==> src/rtl/cache_pkg.sv <==
// ============================================================================
//  Module      : cache_pkg
//  Description : Shared FSM encoding and helper functions for the cache
//                way-select controller.
//  Revision    : 1.0 - initial release
// ============================================================================
`default_nettype none

package cache_pkg;

    localparam int c_max_ways = 16;
    localparam int c_idx_w    = 4;

    typedef enum logic [2:0] {
        S_IDLE   = 3'd0,
        S_LOOKUP = 3'd1,
        S_WBACK  = 3'd2,
        S_WTHRU  = 3'd3,
        S_FILL   = 3'd4,
        S_DONE   = 3'd5
    } state_t;

    function automatic int clog2(input int v);
        int r;
        r = 0;
        for (int i = 0; i < 31; i++) begin
            if ((1 << i) < v) r = i + 1;
        end
        return r;
    endfunction

    function automatic logic [c_max_ways-1:0] onehot(input logic [c_idx_w-1:0] idx);
        logic [c_max_ways-1:0] r;
        r      = '0;
        r[idx] = 1'b1;
        return r;
    endfunction

    // Scans downward so the lowest set bit is the one left standing.
    function automatic logic [c_idx_w-1:0] lowest_bit(input logic [c_max_ways-1:0] v);
        logic [c_idx_w-1:0] r;
        r = '0;
        for (int i = c_max_ways - 1; i >= 0; i--) begin
            if (v[i]) r = c_idx_w'(i);
        end
        return r;
    endfunction

endpackage

`default_nettype wire

==> src/rtl/cache_lru_ages.sv <==
// ============================================================================
//  Module      : cache_lru_ages
//  Description : Per-set LRU age array (0 = MRU, WAYS-1 = LRU) with victim
//                read port and single update port.
//  Revision    : 1.0 - initial release
// ============================================================================
`default_nettype none

module cache_lru_ages
    import cache_pkg::*;
#(
    parameter int WAYS   = 4,
    parameter int SETS   = 4,
    parameter int WAY_W  = clog2(WAYS),
    parameter int SET_IW = (clog2(SETS) > 0) ? clog2(SETS) : 1
) (
    input  logic              clock,
    input  logic              reset_n,
    input  logic [SET_IW-1:0] rd_set,
    output logic [WAY_W-1:0]  victim,
    input  logic              upd_en,
    input  logic [SET_IW-1:0] upd_set,
    input  logic [WAY_W-1:0]  upd_way
);

    logic [SETS-1:0][WAYS-1:0][WAY_W-1:0] r_age;

    always_comb begin
        victim = '0;
        for (int w = 0; w < WAYS; w++) begin
            if (r_age[rd_set][w] == WAY_W'(WAYS - 1)) victim = WAY_W'(w);
        end
    end

    // Ways younger than the touched way age by one; the permutation is kept.
    always_ff @(posedge clock or negedge reset_n) begin
        if (!reset_n) begin
            for (int s = 0; s < SETS; s++) begin
                for (int w = 0; w < WAYS; w++) begin
                    r_age[s][w] <= WAY_W'(w);
                end
            end
        end else if (upd_en) begin
            for (int w = 0; w < WAYS; w++) begin
                if (WAY_W'(w) == upd_way) begin
                    r_age[upd_set][w] <= '0;
                end else if (r_age[upd_set][w] < r_age[upd_set][upd_way]) begin
                    r_age[upd_set][w] <= r_age[upd_set][w] + WAY_W'(1);
                end
            end
        end
    end

endmodule

`default_nettype wire

==> src/rtl/cache_way_ctrl.sv <==
// ============================================================================
//  Module      : cache_way_ctrl
//  Description : N-way cache way-select / write-enable controller with LRU
//                replacement and RAM fill / write-back sequencing.
//                CACHE_WRITEBACK_EN selects write-back (else write-through).
//  Revision    : 1.0 - initial release
// ============================================================================
`default_nettype none

module cache_way_ctrl
    import cache_pkg::*;
#(
    parameter int WAYS   = 4,
    parameter int SETS   = 4,
    parameter int ADDR_W = 7
) (
    input  logic              clock,
    input  logic              reset_n,
    input  logic              req_valid,
    input  logic              req_wr,
    input  logic [ADDR_W-1:0] req_addr,
    output logic              req_ready,
    output logic [ADDR_W-1:0] lk_addr,
    input  logic [WAYS-1:0]   hit,
    input  logic [WAYS-1:0]   valid,
    input  logic [WAYS-1:0]   dirty,
    output logic [WAYS-1:0]   way_wren,
    output logic              ram_req,
    output logic              ram_we,
    output logic [ADDR_W-1:0] ram_addr,
    input  logic              ram_ack,
    output logic              resp_valid,
    output logic              resp_hit
);

    localparam int c_way_w  = clog2(WAYS);
    localparam int c_set_w  = clog2(SETS);
    localparam int c_set_iw = (c_set_w > 0) ? c_set_w : 1;

    state_t               r_state;
    logic                 r_wr;
    logic                 r_hit;
    logic [c_way_w-1:0]   r_sel;

    logic [c_set_iw-1:0]  w_set;
    logic [c_way_w-1:0]   w_victim;
    logic [c_way_w-1:0]   w_sel;
    logic                 w_any_hit;
    logic                 w_any_free;
    logic                 w_need_wb;
    logic                 w_upd_en;
    logic [c_max_ways-1:0] w_hit_x;
    logic [c_max_ways-1:0] w_free_x;

    generate
        if (c_set_w == 0) begin : g_one_set
            assign w_set = '0;
        end else begin : g_multi_set
            assign w_set = lk_addr[c_set_w-1:0];
        end
    endgenerate

`ifdef CACHE_WRITEBACK_EN
    localparam bit c_write_through = 1'b0;
    assign w_need_wb = !w_any_hit && !w_any_free && dirty[w_victim];
`else
    localparam bit c_write_through = 1'b1;
    logic w_unused_dirty;
    assign w_unused_dirty = ^dirty;
    assign w_need_wb      = 1'b0;
`endif

    cache_lru_ages #(
        .WAYS   (WAYS),
        .SETS   (SETS),
        .WAY_W  (c_way_w),
        .SET_IW (c_set_iw)
    ) u_lru (
        .clock   (clock),
        .reset_n (reset_n),
        .rd_set  (w_set),
        .victim  (w_victim),
        .upd_en  (w_upd_en),
        .upd_set (w_set),
        .upd_way (r_sel)
    );

    assign w_upd_en   = (r_state == S_DONE);
    assign w_hit_x    = c_max_ways'(hit);
    assign w_free_x   = c_max_ways'(~valid);
    assign w_any_hit  = |hit;
    assign w_any_free = ~&valid;

    // Priority: hit, then first empty way, then LRU victim.
    always_comb begin
        if (w_any_hit) begin
            w_sel = c_way_w'(lowest_bit(w_hit_x));
        end else if (w_any_free) begin
            w_sel = c_way_w'(lowest_bit(w_free_x));
        end else begin
            w_sel = w_victim;
        end
    end

    always_ff @(posedge clock or negedge reset_n) begin
        if (!reset_n) begin
            r_state    <= S_IDLE;
            r_wr       <= 1'b0;
            r_hit      <= 1'b0;
            r_sel      <= '0;
            req_ready  <= 1'b1;
            lk_addr    <= '0;
            way_wren   <= '0;
            ram_req    <= 1'b0;
            ram_we     <= 1'b0;
            ram_addr   <= '0;
            resp_valid <= 1'b0;
            resp_hit   <= 1'b0;
        end else begin
            way_wren   <= '0;
            resp_valid <= 1'b0;
            resp_hit   <= 1'b0;
            case (r_state)
                S_IDLE: begin
                    if (req_valid) begin
                        lk_addr   <= req_addr;
                        r_wr      <= req_wr;
                        req_ready <= 1'b0;
                        r_state   <= S_LOOKUP;
                    end
                end
                S_LOOKUP: begin
                    r_sel <= w_sel;
                    r_hit <= w_any_hit;
                    if (c_write_through && r_wr) begin
                        r_state <= S_WTHRU;
                    end else if (w_any_hit) begin
                        r_state <= S_DONE;
                    end else if (w_need_wb) begin
                        r_state <= S_WBACK;
                    end else begin
                        r_state <= S_FILL;
                    end
                end
                // Each RAM state raises its own request, so back-to-back
                // transactions are separated by an idle ram_req cycle.
                S_WBACK, S_WTHRU, S_FILL: begin
                    if (!ram_req) begin
                        ram_req  <= 1'b1;
                        ram_we   <= (r_state != S_FILL);
                        ram_addr <= lk_addr;
                    end else if (ram_ack) begin
                        ram_req <= 1'b0;
                        ram_we  <= 1'b0;
                        if (r_state == S_WBACK) begin
                            r_state <= S_FILL;
                        end else if (r_state == S_WTHRU && r_hit) begin
                            r_state <= S_DONE;
                        end else if (r_state == S_WTHRU) begin
                            r_state <= S_FILL;
                        end else begin
                            r_state <= S_DONE;
                        end
                    end
                end
                S_DONE: begin
                    way_wren   <= (r_wr || !r_hit) ? WAYS'(onehot(c_idx_w'(r_sel))) : '0;
                    resp_valid <= 1'b1;
                    resp_hit   <= r_hit;
                    req_ready  <= 1'b1;
                    r_state    <= S_IDLE;
                end
                default: begin
                    r_state   <= S_IDLE;
                    req_ready <= 1'b1;
                end
            endcase
        end
    end

endmodule

`default_nettype wire

==> config.mk <==
export PLATFORM = sky130hd
export DESIGN_NAME = cache_way_ctrl
export DESIGN_NICKNAME = d
export VERILOG_FILES = /design/src/rtl/cache_pkg.sv /design/src/rtl/cache_lru_ages.sv /design/src/rtl/cache_way_ctrl.sv
export SDC_FILE = /design/constraint.sdc
export NUM_CORES = 1
export LEC_CHECK = 0
export BUFFER_PORTS_ARGS = -buffer_cell sky130_fd_sc_hd__buf_2
export CAP_MARGIN = 5
export CORE_ASPECT_RATIO = 1.4
export CORE_MARGIN = 3
export CORE_UTILIZATION = 50
export CTS_CLUSTER_SIZE = 28
export DETAILED_ROUTE_END_ITERATION = 10
export GPL_ROUTABILITY_DRIVEN = 0
export PLACE_DENSITY = 0.71
export SLEW_MARGIN = 20
export SYNTH_ARGS = -nofsm -noshare
export SYNTH_HDL_FRONTEND = slang
export SYNTH_SLANG_ARGS = --single-unit
==> constraint.sdc <==
create_clock -name clock -period 3.69 [get_ports clock]
set_input_delay 0.1845 -clock clock [delete_from_list [all_inputs] [get_ports clock]]
set_output_delay 0.1845 -clock clock [all_outputs]
set_load 0.1 [all_outputs]
[Word level (Yosys, flattened, before mapping)]
Index checks and enable logic that the tools add are counted.
W data, S select, Z words.
Word-level totals
  register bits after elaboration: 62
  bits of input ports: 24
  output and inout port bits: 23
  logic and storage cells: 157
Operators by class
  add/subtract/negate cells: 4
  order comparisons: 9
  equal/unequal tests: 16
  muxes and demuxes: 73
  bitwise gates (word level): 11
  reduce and logical (&&, ||, !) cells: 16
Operators by type and width (number)
  $mux W32: 11
  $and A32 B32 Y32: 4
  $bwmux W32: 4
  $not A32 Y32: 4
  $demux W8 S2: 4
  $mux W2: 26
  $bmux W8 S2: 1
  $mux W8: 2
  $not A4 Y16: 1
  $mux W1: 13
  $mux W3: 4
  $mux W4: 3
  $pmux W3 S3: 1
  $add A2 B1 Y2 const B: 4
  $lt A2 B2 Y1: 4
  $reduce_and A2 Y1: 4
  $reduce_or A4 Y1: 2
  $eq A2 B2 Y1 const B: 3
  $eq A3 B2 Y1 const B: 2
  $eq A3 B3 Y1 const B: 2
  $lt A2 B3 Y1 const B: 2
  $mux W6: 1
  $ne A2 B2 Y1 const B: 3
  $lt A2 B5 Y1 const B: 1
  18 further kinds: 23

[Depth between registers and ports, before layout]
Gate-level depths: netlist of run 1.
  depth after elaboration: 19
  mapped depth: 11
  mapped depth without buffers: 9

[Modules after synthesis]
From an unflattened synthesis of run 1, not the netlist that was laid out.
Second synthesis, totals
  cell total of the unflattened synthesis: 303
  area, all modules: 3627.2 um^2
Modules (own cells, without submodules)
  cache_lru_ages: times used 1, cells an instance 200, area an instance 2357.3 um^2, sequential area each 820.8 um^2
  cache_way_ctrl: times used 1, cells an instance 103, area an instance 1270.0 um^2, sequential area each 752.0 um^2

[Worst setup path after synthesis of run 1]
Ideal clock, no wire load.
  path type: reg-to-reg
  from: register lk_addr[0]
  to: register u_lru.r_age[30] (netlist name)
  setup time: 0.082 ns
  arrival time: 3.951 ns
  data required time: 3.608 ns
  setup slack: -0.343 ns
  stages on the path, launching flop included: 11
  buffers on the path: 2
  period minus slack after synthesis: 4.033 ns
  cell sequence: dfrtp_1 -> buf_2 -> buf_1 -> mux4_2 -> mux4_2 -> inv_1 -> ha_1 -> or2_2 -> o311ai_2 -> nor2b_1 -> mux2_2
Between the ends
  word-level cells in the longest chain between the ends: 19
  elaborated cells on any way between the ends: 43
  those cells by class: add/sub: 4; order compare: 6; mux: 24; bitwise: 8; reduce/logical: 1
RTL lines
  start: declaration: line cache_way_ctrl.sv:23  | output logic [ADDR_W-1:0] lk_addr,
  start signal: assignment: line cache_way_ctrl.sv:126  | lk_addr <= req_addr;
  $bmux W8 S2
  $mux W8 (not written as such): line cache_lru_ages.sv:47, cache_lru_ages.sv:48
  $bmux W2 S2: line cache_lru_ages.sv:47  | end else if (r_age[upd_set][w] < r_age[upd_set][upd_way]) begin
  $mux W2 (not written as such): line cache_lru_ages.sv:47
  $lt A2 B2 Y1: line cache_lru_ages.sv:47
  $mux W32: line cache_lru_ages.sv:47
  $mux W32: line cache_lru_ages.sv:45  | if (WAY_W'(w) == upd_way) begin
  $mux W32: line cache_lru_ages.sv:43  | end else if (upd_en) begin
  (+3 left out)
  $mux W32: line cache_lru_ages.sv:43
  $bwmux W32: line cache_lru_ages.sv:48  | r_age[upd_set][w] <= r_age[upd_set][w] + WAY_W'(1);
  $mux W32: line cache_lru_ages.sv:47
  $mux W32: line cache_lru_ages.sv:45
  $mux W32: line cache_lru_ages.sv:43
  $bwmux W32: line cache_lru_ages.sv:48
  $mux W32: line cache_lru_ages.sv:47
  $mux W32 (*): line cache_lru_ages.sv:45
  end signal: indexed assignment: line cache_lru_ages.sv:40  | r_age[s][w] <= WAY_W'(w);
  end signal: indexed assignment: line cache_lru_ages.sv:48
  end: declaration: line cache_lru_ages.sv:26  | logic [SETS-1:0][WAYS-1:0][WAY_W-1:0] r_age;
Mark *: on every way between the ends. The rest lies on a longest branch, timed or not. The select of a mux whose other input is x is not followed.
A chain may end at the register's enable or synchronous reset.

[Final worst setup path of run 1]
  from: register lk_addr[1]
  to: register u_lru.r_age[23] (netlist name)
The elaborated chain is that of the path after synthesis.

==> impl_metrics.env, run 1 <==
export IMPL_run_status="finished clean"
export IMPL_grt_overflow_total=0
export IMPL_crit_arrival_ns=3.54
export IMPL_nFillCells=485
export IMPL_cellPowerDensity_nw_per_um2=834
export IMPL_setup_violations_final=0
export IMPL_place_area_um2=3500
export IMPL_cp_startpoint="lk_addr[1]"
export IMPL_ys_warn_count=0
export IMPL_synthesis_nets=281
export IMPL_stdcell_area_um2=3750
export IMPL_cp_max_fo=16
export IMPL_wl_per_cell_um=18.2
export IMPL_hold_class="in2reg"
export IMPL_timing_max_cap_violations=0
export IMPL_crit_family="multiplexers"
export IMPL_antenna_cells=0
export IMPL_ant_nets=0
export IMPL_min_from="req_wr"
export IMPL_cts_tree="built"
export IMPL_cts_sinks=62
export IMPL_synth_edff_count=0
export IMPL_power_mw=3.12
export IMPL_vdd_drop_max_v=0.00101
export IMPL_syn_to_final_growth_pct=16.0
export IMPL_drive_above_1_share=0.497
export IMPL_fin_ws_ns=0.409
export IMPL_die_h_um=101
export IMPL_syn_inst=250
export IMPL_dpl_cell_count=357
export IMPL_slowest_delay_ns=0.74
export IMPL_synth_avg_cell_area_um2=12.9
export IMPL_start_util=0.516
export IMPL_htreeDepth=3
export IMPL_drt_pass1_iter_count=4
export IMPL_synthArstFlopShare=1.00
export IMPL_crit_type="reg2reg"
export IMPL_clk_pin_slew_worst_paths_ns=0.07
export IMPL_syn_cell_area_um2=3230
export IMPL_detailedPlace_worstSlack_ns=0.408
export IMPL_port_buffers=42
export IMPL_insertion_delay_ns=0.34
export IMPL_nets=328
export IMPL_synth_seq_cells=62
export IMPL_slowest_stage="dfrtp_1"
export IMPL_critPathBufInv=1
export IMPL_drc_errors=0
export IMPL_drt_iter0_drc=77
export IMPL_wl_mm=6.79
export IMPL_grt_pass1_wl_mm=11.2
export IMPL_layout_cells_most_common="mux2_2"
export IMPL_multi_input_comb_area_um2=1580
export IMPL_tightest_slew_ns=0.766
export IMPL_final_hold_viol_count=0
export IMPL_die_w_um=73.9
export IMPL_rsz0062_at_grt="no"
export IMPL_die_area_um2=7470
export IMPL_grt_pass1_vias=2329
export IMPL_drv_slew=0
export IMPL_critPathRequiredTime_ns=3.95
export IMPL_worst_clock_skew_ns=0.0126
export IMPL_p_leak_nw=1.72
export IMPL_root_buffer="clkbuf_8"
export IMPL_tns_ns=0
export IMPL_crit_path_frequent_cell="mux4_2"
export IMPL_ys_seq_area_frac=0.487
export IMPL_fmax_ghz=0.305
export IMPL_boundaryPins=47
export IMPL_routed_via_density=5.97
export IMPL_vias=2231
export IMPL_r2r_start="lk_addr[1]"
export IMPL_startpoint_type="register"
export IMPL_antenna_found_initial=0
export IMPL_ff_latch_area_um2=1580
export IMPL_core_area_um2=6250
export IMPL_final_cell_count_no_fill=374
export IMPL_period_share=0.889
export IMPL_numCtsBuffers=9
export IMPL_layout_common_cells="45 x mux2_2, 44 x dfrtp_1, 42 x buf_2"
export IMPL_grt_start_max_net_pins=36
export IMPL_grt_use_total=0.200
export IMPL_max_slew_margin=0.489
export IMPL_rows=34
export IMPL_cp_end_kind="register"
export IMPL_ys_flop_type="dfrtp_1"
export IMPL_ctsResizeCount=0
export IMPL_dpl_hpwl_mm=4.89
export IMPL_min_period_ns=3.28
export IMPL_crit_chain="mux4_2 -> mux4_2 -> inv_1 -> ha_1 -> or2_2 -> o311ai_2 -> nor2b_1 -> mux2_2"
export IMPL_synthDistinctLibCells=47
export IMPL_clock_path_buffers=2
==> synth_stat cells, types with 3 or more instances <==
| library cell | instances | area share |
|---|---|---|
| ha_1 | 7 | 0.027 |
| nor2_1 | 24 | 0.028 |
| and2b_1 | 3 | 0.0070 |
| nand2_1 | 15 | 0.017 |
| and3_1 | 4 | 0.0078 |
| dfrtp_1 | 45 | 0.35 |
| o21ai_0 | 9 | 0.014 |
| mux2_4 | 3 | 0.014 |
| mux2_2 | 45 | 0.16 |
| mux4_2 | 13 | 0.091 |
| clkbuf_1 | 5 | 0.0058 |
| inv_1 | 6 | 0.0070 |
| nor3_1 | 4 | 0.0062 |
| nor2b_1 | 6 | 0.012 |
| a21oi_1 | 3 | 0.0046 |
| dfstp_2 | 17 | 0.14 |
| a2111oi_2 | 3 | 0.014 |
==> state kept, by name, summed over array words and instances (netlist names) <==
name and flops:
u_lru.r_age 32, lk_addr 7, ram_addr 7, way_wren 4, r_state 3, r_sel 2
r_hit 1, r_wr 1, ram_req 1, ram_we 1, req_ready 1, resp_hit 1
resp_valid 1
==> stage by stage <==
stage	util	hold slack [ns]
final	0.599	0.0637
after floorplan	-	-0.111
after CTS	0.599	0.0444
after global placement	0.560	0.296
after detailed placement	0.560	0.302
after global routing	0.599	0.0732
==> tightest hold or removal path, stage by stage <==
cell     delay [ns]
buf_2          0.07
nand2_1        0.04
o21ai_0        0.06
==> cells by family (layout without fill, tap and decap cells) <==
| logic type | after synthesis | after routing | synth area share |
|---|---|---|---|
| AO/OA/AOI/OAI | 31 | 31 | 0.0806 |
| XOR/XNOR | 1 | 1 | 0.00271 |
| adder cells (fa/ha/maj) | 7 | 7 | 0.0271 |
| buffers and inverters | 16 | 68 | 0.0240 |
| flip-flops | 62 | 62 | 0.487 |
| multiplexers | 63 | 63 | 0.268 |
| AND/OR/NAND/NOR | 70 | 70 | 0.110 |
==> layer usage <==
metal  track usage  share of wire
met1         0.239           0.40
met2         0.342           0.53
met3        0.0429          0.050
met4        0.0893          0.019
met5             0              0
==> area by class of cell <==
class / instances / share of cell area
multi-input cells: 172 / 0.421
flip-flops and latches: 62 / 0.421
repair buffers: 46 / 0.0648
clock buffers: 9 / 0.0331
clock inverters: 7 / 0.0301
well taps: 72 / 0.0240
inverters: 6 / 0.00601
==> power breakdown <==
group | leakage, nW | total, mW | switching [mW] | internal [mW]
Combinational | 0.840 | 1.39 | 1.05 | 0.345
Sequential | 0.759 | 1.02 | 0.191 | 0.827
Clock | 0.119 | 0.716 | 0.271 | 0.445
Total | 1.72 | 3.12 | 1.51 | 1.62
==> worst paths after layout <==
| check | end | slack [ns] | depth (start not counted) |
|---|---|---|---|
| setup / recovery | u_lru.r_age[23] | 0.41 | 8 |
| hold / removal | r_wr | 0.06 | 3 |
| setup reg to reg | u_lru.r_age[23] | 0.41 | 8 |
| hold reg to reg | ram_we | 0.50 | 1 |
| max in group asynchronous | u_lru.r_age[21] | 2.33 | 3 |
| min in group asynchronous | u_lru.r_age[1] | 0.45 | 2 |
==> what timing repair did <==
| action | CTS | global route |
|---|---|---|
| setup buffers | 0 | 0 |
| hold buffers | 1 | 0 |
| setup endpoints to repair | 0 | 0 |
| hold endpoints to repair | 24 | 0 |
No activity file was read; power rests on OpenSTA's default activity.
==> inputs of run 2 (changes only) <==
- GPL_TIMING_DRIVEN: default -> 0
==> run 2 against run 1 <==
Effect of this change:
- clock power down 7.3%
- sequential power down 10%
- combinational power up 9%
- worst hold slack worse by 0.024 ns
- fmax down 4.3%
- critical path type unchanged
- critical endpoint is now u_lru.r_age[31]
- largest power group unchanged
- highest routed layer unchanged
==> impl_metrics.env, run 2 (same netlist as run 1, synthesis figures left out) <==
export IMPL_routed_via_density=5.94
export IMPL_cp_end_kind="register"
export IMPL_reg2reg_depth=9
export IMPL_die_w_um=73.9
export IMPL_power_frac_seq=0.297
export IMPL_htreeDepth=3
export IMPL_drt_pass1_iter_count=4
export IMPL_switchingPower_mw=1.50
export IMPL_layout_cells_most_common="mux2_2"
export IMPL_period_share=0.929
export IMPL_p_comb_frac=0.488
export IMPL_rsz0062_at_grt="no"
export IMPL_min_from="req_wr"
export IMPL_critPathRequiredTime_ns=3.96
export IMPL_cts_tree="built"
export IMPL_detailedPlace_worstSlack_ns=-0.180
export IMPL_sw_frac_of_total=0.487
export IMPL_antenna_found_initial=0
export IMPL_min_period_ns=3.43
export IMPL_r2r_slack_ns=0.26
export IMPL_drc_errors=0
export IMPL_antenna_cells=0
export IMPL_insertion_delay_ns=0.34
export IMPL_drv_slew=0
export IMPL_start_util=0.516
export IMPL_setup_violations_final=0
export IMPL_core_area_um2=6250
export IMPL_cellPowerDensity_nw_per_um2=820
export IMPL_port_buffers=42
export IMPL_startpoint_type="register"
export IMPL_clk_pin_slew_worst_paths_ns=0.07
export IMPL_power_mw=3.09
export IMPL_final_hold_viol_count=0
export IMPL_vdd_drop_max_v=0.000825
export IMPL_p_leak_nw=1.72
export IMPL_layout_common_cells="45 x mux2_2, 44 x dfrtp_1, 43 x buf_2"
export IMPL_die_h_um=101
export IMPL_grt_start_max_net_pins=63
export IMPL_final_util=0.602
export IMPL_hold_class="in2reg"
export IMPL_grt_overflow_total=0
export IMPL_clock_path_buffers=2
export IMPL_largest_register="u_lru.r_age"
export IMPL_grt_pass1_wl_mm=10.9
export IMPL_timing_max_cap_violations=0
export IMPL_run_status="finished clean"
export IMPL_hold_path_end="r_wr"
export IMPL_worst_clock_skew_ns=0.00834
export IMPL_post_cts_buffers=0
export IMPL_wl_per_cell_um=17.3
export IMPL_max_slew_margin=0.362
export IMPL_boundaryPins=47
export IMPL_fmax_ghz=0.292
export IMPL_tightest_slew_ns=0.954
export IMPL_crit_type="reg2reg"
export IMPL_fin_ws_ns=0.261
export IMPL_tns_ns=0
export IMPL_dpl_hpwl_mm=4.86
export IMPL_grt_pass1_vias=2263
export IMPL_rows=34
export IMPL_grt_use_total=0.196
export IMPL_drive_above_1_share=0.490
export IMPL_drt_iter0_drc=108
export IMPL_largest_reg_flops=32
export IMPL_syn_to_final_growth_pct=16.6
export IMPL_r2r_end="u_lru.r_age[31]"
export IMPL_internal_power_mw=1.58
export IMPL_vias=2256
export IMPL_p_clk_frac=0.215
export IMPL_cp_max_fo=15
export IMPL_wl_mm=6.59
export IMPL_hold_path_depth=3
export IMPL_nets=334
export IMPL_r2r_start="lk_addr[0]"
export IMPL_numCtsBuffers=9
export IMPL_die_area_um2=7470
export IMPL_largest_registers="u_lru.r_age (32), lk_addr (7), ram_addr (7)"
export IMPL_crit_arrival_ns=3.70
export IMPL_ant_nets=0
export IMPL_cts_sinks=62
export IMPL_ctsResizeCount=0
export IMPL_root_buffer="clkbuf_8"
run 2: cell count changes in the layout (fill, tap and decap cells not counted):
cell        change
buf_2           +1
clkbuf_8        +1
buf_4           -2
clkbuf_1        +5
clkinvlp_4      +1
clkinv_2        -1
bufinv_16       -1
buf_6           +2
run 2: what timing repair did:
| item | CTS | global route |
|---|---|---|
| hold endpoints to repair | 45 | 0 |
| hold buffers | 1 | 0 |
| setup endpoints to repair | 30 | 0 |
run 2: stage by stage:
step                cells  hold WS, ns  area, um^2
finish                380       0.0398        3760
global route          380       0.0380        3760
global placement      364        0.395        3530
floorplan             250       -0.111        3230
detailed placement    364        0.317        3530
CTS                   380       0.0283        3760
run 2: worst max path at each step:
stage,start,end,slack [ns],depth (start not counted)
detailed placement,lk_addr[0],u_lru.r_age[31],-0.18,10
finish,lk_addr[0],u_lru.r_age[31],0.26,9
CTS,lk_addr[0],u_lru.r_age[31],0.22,9
floorplan,lk_addr[1],u_lru.r_age[30],0.03,10
global placement,lk_addr[0],u_lru.r_age[31],-0.15,10
global route,lk_addr[0],u_lru.r_age[12],0.14,10
run 2: cell type report:
cell class	instances	area, um^2
fillers	516	2490
inverters	6	22.5
flip-flops and latches	62	1580
clock buffers	10	138
well taps	72	90.1
plain buffers	9	51.3
multi-input cells	172	1580
clock inverters	6	85.1
repair buffers	43	223
run 2: metal layers:
metal  part of all wire  GRT usage
met1               0.40      0.232
met2               0.53      0.324
met3              0.039     0.0459
met4              0.031      0.100
met5                  0          0
run 2: worst max-delay path, cell delays in order (launching register included):
cell	delay, ns
dfrtp_4	0.40
buf_2	0.38
mux4_2	0.62
mux4_2	0.48
inv_1	0.16
ha_1	0.28
or2_2	0.29
o311ai_2	0.12
nor2b_1	0.26
mux2_2	0.36
run 2: power by group through the flow:
| stage | Combinational, mW | Sequential [mW] | Clock [mW] |
|---|---|---|---|
| floorplan | 0.515 | 1.67 | 0 |
| global placement | 1.51 | 0.926 | 0 |
| detailed placement | 1.52 | 0.929 | 0 |
| CTS | 1.52 | 0.921 | 0.679 |
| global route | 1.59 | 0.939 | 0.703 |
| finish | 1.51 | 0.918 | 0.664 |
